**src/rtl/dsp_sample_sequencer_pkg.sv**
```systemverilog
// Shared state encodings and helpers for the DSP sample sequencer.
package dsp_sample_sequencer_pkg;

    typedef enum logic [2:0] {
        SEQ_STATE_IDLE      = 3'd0,
        SEQ_STATE_GAIN      = 3'd1,
        SEQ_STATE_TICK_WAIT = 3'd2,
        SEQ_STATE_PROCESS   = 3'd3,
        SEQ_STATE_MIX       = 3'd4
    } seq_state_e;

    localparam int DROP_W = 16;

    // Saturating increment for the drop counter.
    function automatic logic [DROP_W-1:0] sat_inc(input logic [DROP_W-1:0] v);
        return (&v) ? v : v + 16'd1;
    endfunction

endpackage

```
**src/rtl/dsp_seq_watchdog.sv**
```systemverilog
// Wait-state watchdog: counts enabled cycles and flags when the next
// increment would reach timeout_cycles-1.
module dsp_seq_watchdog #(
    parameter int timeout_cycles = 1024
) (
    input  logic clk,
    input  logic reset,
    input  logic clr_i,
    input  logic en_i,
    output logic expired_o
);
    localparam int CW = (timeout_cycles > 2) ? $clog2(timeout_cycles) : 1;
    localparam logic [CW-1:0] LIMIT = CW'(timeout_cycles - 2);
    localparam logic [CW-1:0] ONE   = {{(CW-1){1'b0}}, 1'b1};

    logic [CW-1:0] cnt_q;

    always_ff @(posedge clk or posedge reset) begin
        if (reset)      cnt_q <= '0;
        else if (clr_i) cnt_q <= '0;
        else if (en_i)  cnt_q <= cnt_q + ONE;
    end

    // Combinational so the abort lands on the same edge the count hits the limit.
    assign expired_o = en_i && (cnt_q == LIMIT);

endmodule

```
**src/rtl/dsp_sample_sequencer.sv**
```systemverilog
// Frame sequencer: gain request, pipeline tick, masked pipeline wait, mix,
// with overrun drop counting and a watchdog abort.
module dsp_sample_sequencer
    import dsp_sample_sequencer_pkg::*;
#(
    parameter int data_width     = 16,
    parameter int n_channels     = 2,
    parameter int n_pipelines    = 2,
    parameter int timeout_cycles = 1024,
    parameter int ctr_width      = 32
) (
    input  logic                             clk,
    input  logic                             reset,
    input  logic [n_channels*data_width-1:0] in_samples,
    input  logic                             sample_valid,
    output logic [n_channels*data_width-1:0] gain_samples,
    output logic                             apply_gain,
    input  logic                             gain_done,
    output logic                             pipeline_tick,
    input  logic [n_pipelines-1:0]           pipeline_ready,
    input  logic [n_pipelines-1:0]           pipeline_mask,
    output logic                             mix,
    input  logic                             mix_done,
    input  logic [n_channels*data_width-1:0] mixed_samples,
    output logic [n_channels*data_width-1:0] out_samples,
    output logic                             ready,
    output logic                             overrun,
    output logic                             timeout,
    input  logic                             flags_clear,
    output logic [ctr_width-1:0]             frame_ctr,
    output logic [DROP_W-1:0]                dropped_ctr,
    output logic [2:0]                       state_out
);
    localparam int FW = n_channels * data_width;
    localparam logic [ctr_width-1:0] CTR_ONE = {{(ctr_width-1){1'b0}}, 1'b1};

    seq_state_e              state_q, state_d;
    logic [FW-1:0]           gain_q, gain_d;
    logic [FW-1:0]           out_q, out_d;
    logic                    apply_gain_q, apply_gain_d;
    logic                    tick_q, tick_d;
    logic                    mix_q, mix_d;
    logic                    ready_q, ready_d;
    logic                    overrun_q, overrun_d;
    logic                    timeout_q, timeout_d;
    logic [ctr_width-1:0]    frame_ctr_q, frame_ctr_d;
    logic [DROP_W-1:0]       dropped_q, dropped_d;
    logic                    wd_clr, wd_en, wd_expired;
    logic                    pipes_done;

    assign pipes_done = &(pipeline_ready | ~pipeline_mask);
    assign wd_en  = (state_q == SEQ_STATE_GAIN) || (state_q == SEQ_STATE_PROCESS) ||
                    (state_q == SEQ_STATE_MIX);
    assign wd_clr = (state_d != state_q);

    dsp_seq_watchdog #(
        .timeout_cycles(timeout_cycles)
    ) u_watchdog (
        .clk      (clk),
        .reset    (reset),
        .clr_i    (wd_clr),
        .en_i     (wd_en),
        .expired_o(wd_expired)
    );

    always_comb begin
        state_d      = state_q;
        gain_d       = gain_q;
        out_d        = out_q;
        apply_gain_d = 1'b0;
        tick_d       = 1'b0;
        mix_d        = 1'b0;
        ready_d      = ready_q;
        overrun_d    = overrun_q;
        timeout_d    = timeout_q;
        frame_ctr_d  = frame_ctr_q;
        dropped_d    = dropped_q;

        // Clear first so a same-cycle set overrides it.
        if (flags_clear) begin
            overrun_d = 1'b0;
            timeout_d = 1'b0;
        end
        if (sample_valid && state_q != SEQ_STATE_IDLE) begin
            overrun_d = 1'b1;
            dropped_d = sat_inc(dropped_q);
        end

        case (state_q)
            SEQ_STATE_IDLE: begin
                if (sample_valid) begin
                    gain_d       = in_samples;
                    apply_gain_d = 1'b1;
                    ready_d      = 1'b0;
                    state_d      = SEQ_STATE_GAIN;
                end
            end
            SEQ_STATE_GAIN: begin
                if (gain_done) begin
                    tick_d      = 1'b1;
                    frame_ctr_d = frame_ctr_q + CTR_ONE;
                    state_d     = SEQ_STATE_TICK_WAIT;
                end else if (wd_expired) begin
                    timeout_d = 1'b1;
                    ready_d   = 1'b1;
                    state_d   = SEQ_STATE_IDLE;
                end
            end
            SEQ_STATE_TICK_WAIT: state_d = SEQ_STATE_PROCESS;
            SEQ_STATE_PROCESS: begin
                if (pipes_done) begin
                    mix_d   = 1'b1;
                    state_d = SEQ_STATE_MIX;
                end else if (wd_expired) begin
                    timeout_d = 1'b1;
                    ready_d   = 1'b1;
                    state_d   = SEQ_STATE_IDLE;
                end
            end
            SEQ_STATE_MIX: begin
                if (mix_done) begin
                    out_d   = mixed_samples;
                    ready_d = 1'b1;
                    state_d = SEQ_STATE_IDLE;
                end else if (wd_expired) begin
                    timeout_d = 1'b1;
                    ready_d   = 1'b1;
                    state_d   = SEQ_STATE_IDLE;
                end
            end
            default: state_d = SEQ_STATE_IDLE;
        endcase
    end

    always_ff @(posedge clk or posedge reset) begin
        if (reset) begin
            state_q      <= SEQ_STATE_IDLE;
            gain_q       <= '0;
            out_q        <= '0;
            apply_gain_q <= 1'b0;
            tick_q       <= 1'b0;
            mix_q        <= 1'b0;
            ready_q      <= 1'b0;
            overrun_q    <= 1'b0;
            timeout_q    <= 1'b0;
            frame_ctr_q  <= '0;
            dropped_q    <= '0;
        end else begin
            state_q      <= state_d;
            gain_q       <= gain_d;
            out_q        <= out_d;
            apply_gain_q <= apply_gain_d;
            tick_q       <= tick_d;
            mix_q        <= mix_d;
            ready_q      <= ready_d;
            overrun_q    <= overrun_d;
            timeout_q    <= timeout_d;
            frame_ctr_q  <= frame_ctr_d;
            dropped_q    <= dropped_d;
        end
    end

    assign gain_samples  = gain_q;
    assign out_samples   = out_q;
    assign apply_gain    = apply_gain_q;
    assign pipeline_tick = tick_q;
    assign mix           = mix_q;
    assign ready         = ready_q;
    assign overrun       = overrun_q;
    assign timeout       = timeout_q;
    assign frame_ctr     = frame_ctr_q;
    assign dropped_ctr   = dropped_q;
    assign state_out     = state_q;

endmodule

```
**config.mk**
```make
export PLATFORM = sky130hd
export DESIGN_NAME = dsp_sample_sequencer
export DESIGN_NICKNAME = d
export VERILOG_FILES = /design/src/rtl/dsp_sample_sequencer_pkg.sv /design/src/rtl/dsp_seq_watchdog.sv /design/src/rtl/dsp_sample_sequencer.sv
export SDC_FILE = /design/constraint.sdc
export NUM_CORES = 1
export LEC_CHECK = 0
export CAP_MARGIN = 15
export CORE_ASPECT_RATIO = 0.9
export CORE_MARGIN = 2
export CORE_UTILIZATION = 27
export CTS_BUF_LIST = sky130_fd_sc_hd__clkbuf_16
export DETAILED_ROUTE_END_ITERATION = 10
export PLACE_DENSITY_LB_ADDON = 0.1
export REMOVE_ABC_BUFFERS = 1
export SLEW_MARGIN = 10
export SYNTH_ARGS = -nofsm -noshare
export SYNTH_HDL_FRONTEND = slang
export SYNTH_SLANG_ARGS = --single-unit
```
**constraint.sdc**
```tcl
create_clock -name clk -period 9.3 [get_ports clk]
set_input_delay 1.86 -clock clk [delete_from_list [all_inputs] [get_ports clk]]
set_output_delay 1.86 -clock clk [all_outputs]
set_load 0.03 [all_outputs]
```
Yosys cells after proc, flatten, opt, wreduce, memory -nomap -nowiden:

Cells that the tools add are included.
Widths: inputs -> output; s select.

* bits in registers: 131
* input port bits: 74
* output and inout port bits: 121
* word-level logic and storage cells: 71

* $add $sub $neg: 3
* equal/unequal tests: 9
* muxes and demuxes: 28
* bitwise gates (word level): 3
* reduce and logical (&&, ||, !) cells: 16

Operators by type and width (count)
* $add 32x1->32 const B: 1
* $mux 10: 2
* $mux 1: 18
* $add 16x1->16 const B: 1
* $reduce_and 16->1: 1
* $mux 3: 5
* $pmux 3 s5: 1
* $add 10x1->10 const B: 1
* $eq 10x10->1 const B: 1
* $reduce_and 2->1: 5
* $eq 3x2->1 const B: 2
* $ne 2x2->1 const B: 3
* $pmux 1 s4: 1
* $reduce_and 4->1: 1
* $reduce_bool 2->1: 2
* $reduce_bool 4->1: 1
* $eq 3x1->1 const B: 1
* $eq 3x3->1 const B: 1
* $logic_not 3->1: 1
* $ne 3x3->1: 1
* $pmux 1 s3: 1
* $reduce_bool 3->1: 1
* $logic_and 1x1->1: 2
* $logic_or 1x1->1: 2
* other kinds (3): 3

Longest topological paths before layout:

Gate-level depths: netlist of run 1.

* depth in word-level cells: 9
* gate-level depth with buffers: 7
* gate-level depth less buffers: 7

By module:

A second synthesis of run 1 with hierarchy kept.

* cells, all modules: 434
* area, all modules: 5555.3 um^2

Modules (own cells, without submodules)
* dsp_sample_sequencer: instances 1, cells an instance 381, area each 5021.1 um^2, sequential area each 3027.9 um^2
* dsp_seq_watchdog: instances 1, cells an instance 53, area each 534.3 um^2, sequential area each 250.2 um^2

Worst setup path before layout of run 1:

Ideal clock, no wire load.

* kind: input to register
* start point: input port gain_done
* end point: register frame_ctr_q[13] (netlist: frame_ctr[13])
* setup time: 0.135 ns
* arrival time: 2.886 ns
* required time: 9.165 ns
* setup slack: 6.279 ns
* stages on the path: 7
* buffers on the path: 2
* cells stage by stage: and4bb_1 > buf_4 > and3_4 > and3_1 > buf_4 > nand4_1 > xnor2_1

* word-level cells in the longest chain between the ends: 1

Ends and longest elaborated chain
* start, declared: RTL line dsp_sample_sequencer.sv:18 `input logic gain_done,`
* $reduce_and 2->1 (no line)
* end signal, assigned: RTL line dsp_sample_sequencer.sv:158 `frame_ctr_q <= frame_ctr_d;`
* end, declared: RTL line dsp_sample_sequencer.sv:46 `logic [ctr_width-1:0] frame_ctr_q, frame_ctr_d;`

Every way passes these cells.
A chain may end at the register's enable or synchronous reset.

Worst setup path after layout of run 1:

* start point: register state_q[0] (netlist: state_out[0])
* end point: output port state_out[0]

RTL lines
* start, declared: RTL line dsp_sample_sequencer.sv:37 `seq_state_e state_q, state_d;`
* start signal, assigned: RTL line dsp_sample_sequencer.sv:149 `state_q <= state_d;`
* end, declared: RTL line dsp_sample_sequencer.sv:32 `output logic [2:0] state_out`

No word-level cell between the ends.

==> flow_summary.yaml, run 1 <==
global_route:
  antenna_found_initial: 0
  grt_overflow: 0
  grt_use_total_pct: 12.9
  grt_pass1_vias: 4147
  grt_pass1_wl_mm: 21.9
  grt_max_degree: 77
clock_tree:
  clkLatencyLatePin_ns: 0.41
  cts_resized: 0
  numCtsBuffers: 17
  clk_path_buf_depth: 2
  cts_setup_buffers: 0
  cts_tree: "done"
  h-tree-depth: 4
  ctsHoldBuffers: 0
  clkTransAtPathRegs_ns: 0.06
  cts.sinks: 131
  cts_root_buf: "clkbuf_16"
routing:
  routed_wl_mm: 13.8
  antenna_left: 0
  wl_per_cell_um: 15.3
  post-route-drc-count: 0
  drt_iter0_drc: 211
  vias: 4038
  vias_per_cell: 4.46
  dr.pass1.iters: 4
worst_setup_path:
  cp_num_buf_inv: 1
  path_class: "flop to output pin"
  cpMaxStageDelayCell: "clkdlybuf4s50_1"
  cp-end-kind: "output pin"
  arrival_ns: 1.80
  crit_fanout: 13
  path_delay_family: "buffers and inverters"
  cp-start-kind: "flop"
  worst_path_largest_cell_delay_ns: 0.79
  cp.required_ns: 7.44
  crit_path_cell_trace: "clkdlybuf4s50_1"
placement:
  io_buffers: 194
  place_congestion: 0.736
  hpwl_mm: 10.0
cells_and_area:
  nNetsFinal: 716
  n_antenna_cell: 0
  mostFrequentLayoutCell: "clkdlybuf4s50_1"
  final_cell_mix: "194 x clkdlybuf4s50_1, 131 x dfrtp_1, 67 x mux2_2"
  area_growth_pct: 49.4
  drive_above_1_share_pct: 17.8
  fillers: 1926
floorplanning:
  initial_utilization_pct: 27.6
  rows: 49
  die_area_um2: 21700
  coreArea_um2: 20100
  die_x_um: 155
  io_pins: 195
  die_h_um: 140
sta:
  fmax_mhz: 273
  grt_setup_unrepaired: "false"
  hold_viol_final: 0
  setup_tns_ns: 0
  skew_ns: 0.00993
  period_needed_ns: 3.66
  finalSetupViolCount: 0
  worst_pin_slew_ns: 0.950
  fin_crit_sh_pct: 39.4
  relSlewSlack_pct: 36.7
  drv_slew: 0
power_and_ir_drop:
  peakVddDrop_mv: 0.184
  p_per_area_nw_per_um2: 310
  p_total_w: 0.00257
  cellLeakagePower_nw: 3.44
logic_synthesis:
  synthTopCellsByArea: "dfrtp_1 59%, mux2_2 14%, xnor2_1 5.4%"
  syn_avg_cell_area_um2: 12.7
  synth_top_flop_cell: "dfrtp_1"
  yosys_warnings: 0
  synthArstFlopShare_pct: 100
  ys_seq_elements: 131
  ys_seq_area_share_pct: 59.0
  netlist.area_leader.share_pct: 59.0
  syn_area_um2: 5550
  synth_largest_area_cell: "dfrtp_1"
  ys_types: 48
  netlist_instances: 436
  synth-edff-count: 0
job:
  maxCapViolations: 0
min_path:
  hold_class: "flop to flop"
status:
  status: "complete, no violations"
-- state kept, by name, indices dropped and copies added (netlist names) --
| register | flops |
|---|---|
| frame_ctr | 32 |
| gain_samples | 32 |
| out_samples | 32 |
| dropped_ctr | 16 |
| u_watchdog.cnt_q | 10 |
| state_out | 3 |
| apply_gain | 1 |
| mix | 1 |
| overrun | 1 |
| pipeline_tick | 1 |
| ready | 1 |
| timeout | 1 |
-- worst register-to-register path: stages, from the launching register on --
cell and delay (ns):
dfrtp_1 0.59, or3b_4 0.48, nor2_4 0.71, mux2_2 0.45
-- synthesized netlist by cell type, types with 5 or more instances --
cell type / number
dfrtp_1: 131
buf_2: 9
inv_1: 14
nand2_1: 24
and3_1: 7
xnor2_1: 34
nand3_1: 20
nand4_1: 14
xor2_1: 14
a21oi_1: 7
o21ai_0: 5
mux2_2: 67
nor2_1: 30
-- power by group --
group	internal [W]	switching, W	total, W
clock	0.000342	0.000263	0.000605
sequential	0.000749	0.000128	0.000877
combinational	0.000501	0.000592	0.00109
-- worst paths after layout --
path,endpoint,slack (ns),startpoint,cells past startpoint
max in group asynchronous,frame_ctr[16],6.08,reset,3
min in group asynchronous,gain_samples[19],1.89,reset,2
setup reg to reg,out_samples[12],6.95,state_out[2],3
hold / removal,frame_ctr[31],0.48,frame_ctr[31],1
setup / recovery,state_out[0],5.64,state_out[0],1
hold reg to reg,frame_ctr[31],0.48,frame_ctr[31],1
-- kinds of logic after synthesis --
logic type                 share of synthesized area (%)
DFF                                                 59.0
and+or+nand+nor                                     12.7
muxes                                               13.6
xor gates and xnor gates                            7.57
AOI/OAI and AO/OA                                   3.94
buffers and inverters                               2.30
adders and majority gates                          0.901
-- routing by layer --
layer / routed length [µm] / global-route usage [%] / vias up
li1: - / - / 1930
met1: 5950 / 15.6 / 1991
met2: 6880 / 21.8 / 105
met3: 779 / 3.90 / 12
met4: 234 / 4.93 / 0
met5: 0 / 0 / -
-- stage by stage --
stage | hold slack, ns | setup WS (ns) | cell area [µm²] | utilization (%) | instances
floorplan | 0.497 | 3.94 | 5480 | - | 423
detailed placement | 0.473 | 5.37 | 7760 | 38.6 | 874
global route | 0.499 | 5.54 | 8300 | 41.3 | 906
global placement | 0.463 | 5.40 | 7760 | 38.6 | 874
CTS | 0.484 | 5.61 | 8300 | 41.3 | 906
finish | 0.482 | 5.64 | 8300 | 41.3 | 906
-- final cells by class --
| type | instances | area [µm²] | area share [%] |
|---|---|---|---|
| Clock buffer | 17 | 425 | 5.13 |
| Clock inverter | 15 | 110 | 1.33 |
| Inverter | 14 | 57.6 | 0.694 |
| Multi-Input combinational cell | 278 | 2150 | 25.9 |
| Sequential cell | 131 | 3280 | 39.5 |
| Tap cell | 255 | 319 | 3.85 |
| Timing Repair Buffer | 196 | 1960 | 23.6 |
Note: power is estimated with default switching activity, not from simulation.
==> inputs of run 2 (changes only) <==
Clock period 9.3 ns to 3.19 ns, I/O delays scaled along.
==> run 2 against run 1 <==
  * Critical path depth unchanged
  * Sequential share of layout area decreased by 0.51 points
  * Routed wire length increased by 0.73%
  * Setup slack got worse by 4.9 ns
  * Largest power group unchanged
  * Critical path type unchanged
==> flow_summary.yaml, run 2 (synthesis gave the netlist of run 1 again) <==
cells_and_area:
  drive_above_1_share_pct: 17.3
  area_growth_pct: 51.3
  n_antenna_cell: 0
  design_area_um2: 8400
  final_cell_mix: "194 x clkdlybuf4s50_1, 131 x dfrtp_1, 67 x mux2_2"
  mostFrequentLayoutCell: "clkdlybuf4s50_1"
  nNetsFinal: 719
  stdcell_count: 908
sta:
  period_needed_ns: 2.45
  drv_slew: 0
  fmax_mhz: 407
  finalSetupViolCount: 0
  holdWs_ns: 0.479
  setup_tns_ns: 0
  grt_setup_unrepaired: "false"
  skew_ns: 0.00903
  hold_viol_final: 0
  relSlewSlack_pct: 56.9
  fin_crit_sh_pct: 76.9
  worst_pin_slew_ns: 0.647
global_route:
  grt_pass1_vias: 4232
  grt_use_total_pct: 13.1
  grt_overflow: 0
  grt_max_degree: 69
  antenna_found_initial: 0
  grt_pass1_wl_mm: 22.3
routing:
  antenna_left: 0
  dr.pass1.iters: 4
  routed_wl_mm: 13.9
  vias_per_cell: 4.45
  wl_per_cell_um: 15.4
  vias: 4045
  drt_iter0_drc: 187
  post-route-drc-count: 0
status:
  status: "complete, no violations"
placement:
  hpwl_mm: 10.1
  place_congestion: 0.722
  place_area_um2: 7810
  io_buffers: 194
  dpl.cell_count: 877
clock_tree:
  cts_resized: 0
  numCtsBuffers: 17
  clk_path_buf_depth: 2
  clkLatencyLatePin_ns: 0.41
  h-tree-depth: 4
  cts.sinks: 131
  cts_root_buf: "clkbuf_16"
  ctsHoldBuffers: 0
  cts_tree: "done"
  clkTransAtPathRegs_ns: 0.05
  cts_setup_buffers: 0
worst_setup_path:
  cp-end-kind: "output pin"
  cp.required_ns: 2.55
  arrival_ns: 1.82
  crit_path_cell_trace: "clkdlybuf4s50_1"
  crit_fanout: 14
  cp_num_buf_inv: 1
  path_delay_family: "buffers and inverters"
  cpMaxStageDelayCell: "clkdlybuf4s50_1"
  cp-start-kind: "flop"
  worst_path_largest_cell_delay_ns: 0.77
  path_class: "flop to output pin"
floorplanning:
  coreArea_um2: 20100
  io_pins: 195
  die_x_um: 155
  die_h_um: 140
  rows: 49
  die_area_um2: 21700
  initial_utilization_pct: 27.6
power_and_ir_drop:
  p_clk_share_pct: 25.7
  p_sw_w: 0.00282
  p_per_area_nw_per_um2: 923
  swShare_pct: 36.4
  p_int_w: 0.00494
  seq_power_share_pct: 32.9
  peakVddDrop_mv: 0.543
  comb_power_share_pct: 41.3
  cellLeakagePower_nw: 3.50
job:
  maxCapViolations: 0
min_path:
  hold_class: "flop to flop"
run 2: per-layer routing:
layer	up-vias	routed length [µm]	global-route usage, %
met1	1986	6130	16.3
li1	1939	-	-
met5	-	0	0
met2	110	6900	21.8
met4	0	194	4.54
met3	10	723	3.81
run 2: through the flow:
step / setup slack (ns) / util (%) / total power [W]
after global placement: 0.516 / 38.8 / 0.00579
after CTS: 0.701 / 41.8 / 0.00788
after floorplan: -0.946 / - / 0.00440
final: 0.735 / 41.8 / 0.00776
after detailed placement: 0.476 / 38.8 / 0.00584
after global routing: 0.630 / 41.8 / 0.00816
run 2: power groups by stage:
stage	Clock, W	Combinational (W)	Sequential, W
final	0.00200	0.00321	0.00256
after global routing	0.00214	0.00338	0.00264
after CTS	0.00206	0.00325	0.00256
after detailed placement	0	0.00325	0.00259
after global placement	0	0.00322	0.00257
after floorplan	0	0.000849	0.00355
run 2: area by class of cell:
cell class / count / area [µm²]
well taps: 255 / 319
repair buffers: 199 / 2000
clock inverters: 14 / 170
inverters: 14 / 57.6
flip-flops and latches: 131 / 3280
multi-input cells: 278 / 2150
clock buffers: 17 / 425
fillers: 1889 / 11700
run 2: final timing paths:
path,from,depth (start not counted),slack (ns),to
worst max-delay path,state_out[1],1,0.74,state_out[1]
worst min-delay path,frame_ctr[31],1,0.48,frame_ctr[31]
worst max register to register,state_out[2],4,0.96,out_samples[15]
worst min register to register,frame_ctr[31],1,0.48,frame_ctr[31]
max in group asynchronous,reset,3,1.79,out_samples[24]
min in group asynchronous,reset,2,0.73,gain_samples[0]
==> inputs of run 3 (changes only) <==
Clock period 3.19 ns to 2.5 ns, I/O delays scaled along.
==> run 3 against run 2 <==
  * Total power rose by 28%
  * First-iteration DRC count decreased by 11%
  * Final cell count up 0.77%
  * Critical endpoint unchanged
==> flow_summary.yaml, run 3 (synthesis gave the netlist of run 1 again) <==
cells_and_area:
  fillers: 1903
  drive_above_1_share_pct: 18.8
  mostFrequentLayoutCell: "clkdlybuf4s50_1"
  area_growth_pct: 52.5
  n_antenna_cell: 0
  nNetsFinal: 725
  final_cell_mix: "194 x clkdlybuf4s50_1, 131 x dfrtp_1, 67 x mux2_2"
  design_area_um2: 8470
  stdcell_count: 915
  fin_util_pct: 42.1
routing:
  vias: 4055
  routed_wl_mm: 14.0
  drt_iter0_drc: 167
  vias_per_cell: 4.43
  dr.pass1.iters: 4
  post-route-drc-count: 0
  antenna_left: 0
  wl_per_cell_um: 15.3
global_route:
  grt_max_degree: 41
  grt_pass1_wl_mm: 22.9
  grt_overflow: 0
  grt_pass1_vias: 4229
  grt_use_total_pct: 13.5
  antenna_found_initial: 0
worst_setup_path:
  reg2reg_from: "state_out[2]"
  cpMaxStageDelayCell: "clkdlybuf4s50_1"
  path_delay_family: "buffers and inverters"
  cp.required_ns: 2.00
  cp_num_buf_inv: 1
  cp-start-kind: "flop"
  path_class: "flop to output pin"
  r2r_end: "u_watchdog.cnt_q[1]"
  reg2reg_slack_ns: 0.43
  cp-end-kind: "output pin"
  arrival_ns: 1.80
  worst_path_largest_cell_delay_ns: 0.77
  reg2reg_depth: 4
  crit_fanout: 14
  crit_path_cell_trace: "clkdlybuf4s50_1"
clock_tree:
  cts.sinks: 131
  clkLatencyLatePin_ns: 0.41
  cts_setup_buffers: 0
  clkTransAtPathRegs_ns: 0.06
  clk_path_buf_depth: 2
  cts_tree: "done"
  cts_root_buf: "clkbuf_16"
  cts_resized: 0
  ctsHoldBuffers: 0
  h-tree-depth: 4
  numCtsBuffers: 17
floorplanning:
  coreArea_um2: 20100
  die_h_um: 140
  rows: 49
  initial_utilization_pct: 27.6
  die_area_um2: 21700
  die_x_um: 155
  io_pins: 195
placement:
  hpwl_mm: 10.3
  place_congestion: 0.743
  io_buffers: 194
  place_area_um2: 7870
  dpl.cell_count: 883
power_and_ir_drop:
  cellLeakagePower_nw: 3.53
  peakVddDrop_mv: 0.620
  p_per_area_nw_per_um2: 1170
sta:
  finalSetupViolCount: 0
  holdWs_ns: 0.457
  worst_pin_slew_ns: 0.708
  fin_crit_sh_pct: 92.0
  relSlewSlack_pct: 51.6
  period_needed_ns: 2.30
  drv_slew: 0
  fmax_mhz: 435
  skew_ns: 0.0124
  grt_setup_unrepaired: "false"
  hold_viol_final: 0
status:
  status: "complete, no violations"
job:
  maxCapViolations: 0
min_path:
  hold_class: "input pin to async pin"
## run 3: worst max-delay path by stage
stage                       from             endpoint  cells past startpoint
floorplan                  reset           apply_gain                      1
global placement    sample_valid  u_watchdog.cnt_q[1]                      5
detailed placement  sample_valid  u_watchdog.cnt_q[1]                      5
CTS                 state_out[0]         state_out[0]                      1
global route        state_out[0]         state_out[0]                      1
finish              state_out[1]         state_out[1]                      1
## run 3: area by class of cell
class | count | area (µm²) | area share [%]
Clock inverter | 15 | 180 | 2.13
Inverter | 14 | 57.6 | 0.679
Timing Repair Buffer | 205 | 2060 | 24.3
Clock buffer | 17 | 425 | 5.02
Multi-Input combinational cell | 278 | 2150 | 25.4
Tap cell | 255 | 319 | 3.77
Sequential cell | 131 | 3280 | 38.7
## run 3: stage by stage
stage	power, W	TNS [ns]	setup slack, ns
2_1_floorplan	0.00562	-196.20	-1.50
3_5_place_dp	0.00748	0	0.0968
4_1_cts	0.0101	0	0.160
3_3_place_gp	0.00742	0	0.141
5_1_grt	0.0105	0	0.105
6_report	0.00993	0	0.200
## run 3: power breakdown
| part | switching [W] | internal (W) | total, W | leakage [nW] |
|---|---|---|---|---|
| Clock | 0.000981 | 0.00158 | 0.00256 | 0.285 |
| Combinational | 0.00221 | 0.00190 | 0.00412 | 1.58 |
| Sequential | 0.000470 | 0.00278 | 0.00325 | 1.67 |
| Total | 0.00366 | 0.00627 | 0.00993 | 3.53 |
## run 3: metal layers
metal | share of wire (%) | track usage, %
met4 | 0.69 | 3.33
met2 | 50 | 22.5
met5 | 0 | 0
met1 | 44 | 17.1
met3 | 5.0 | 4.08
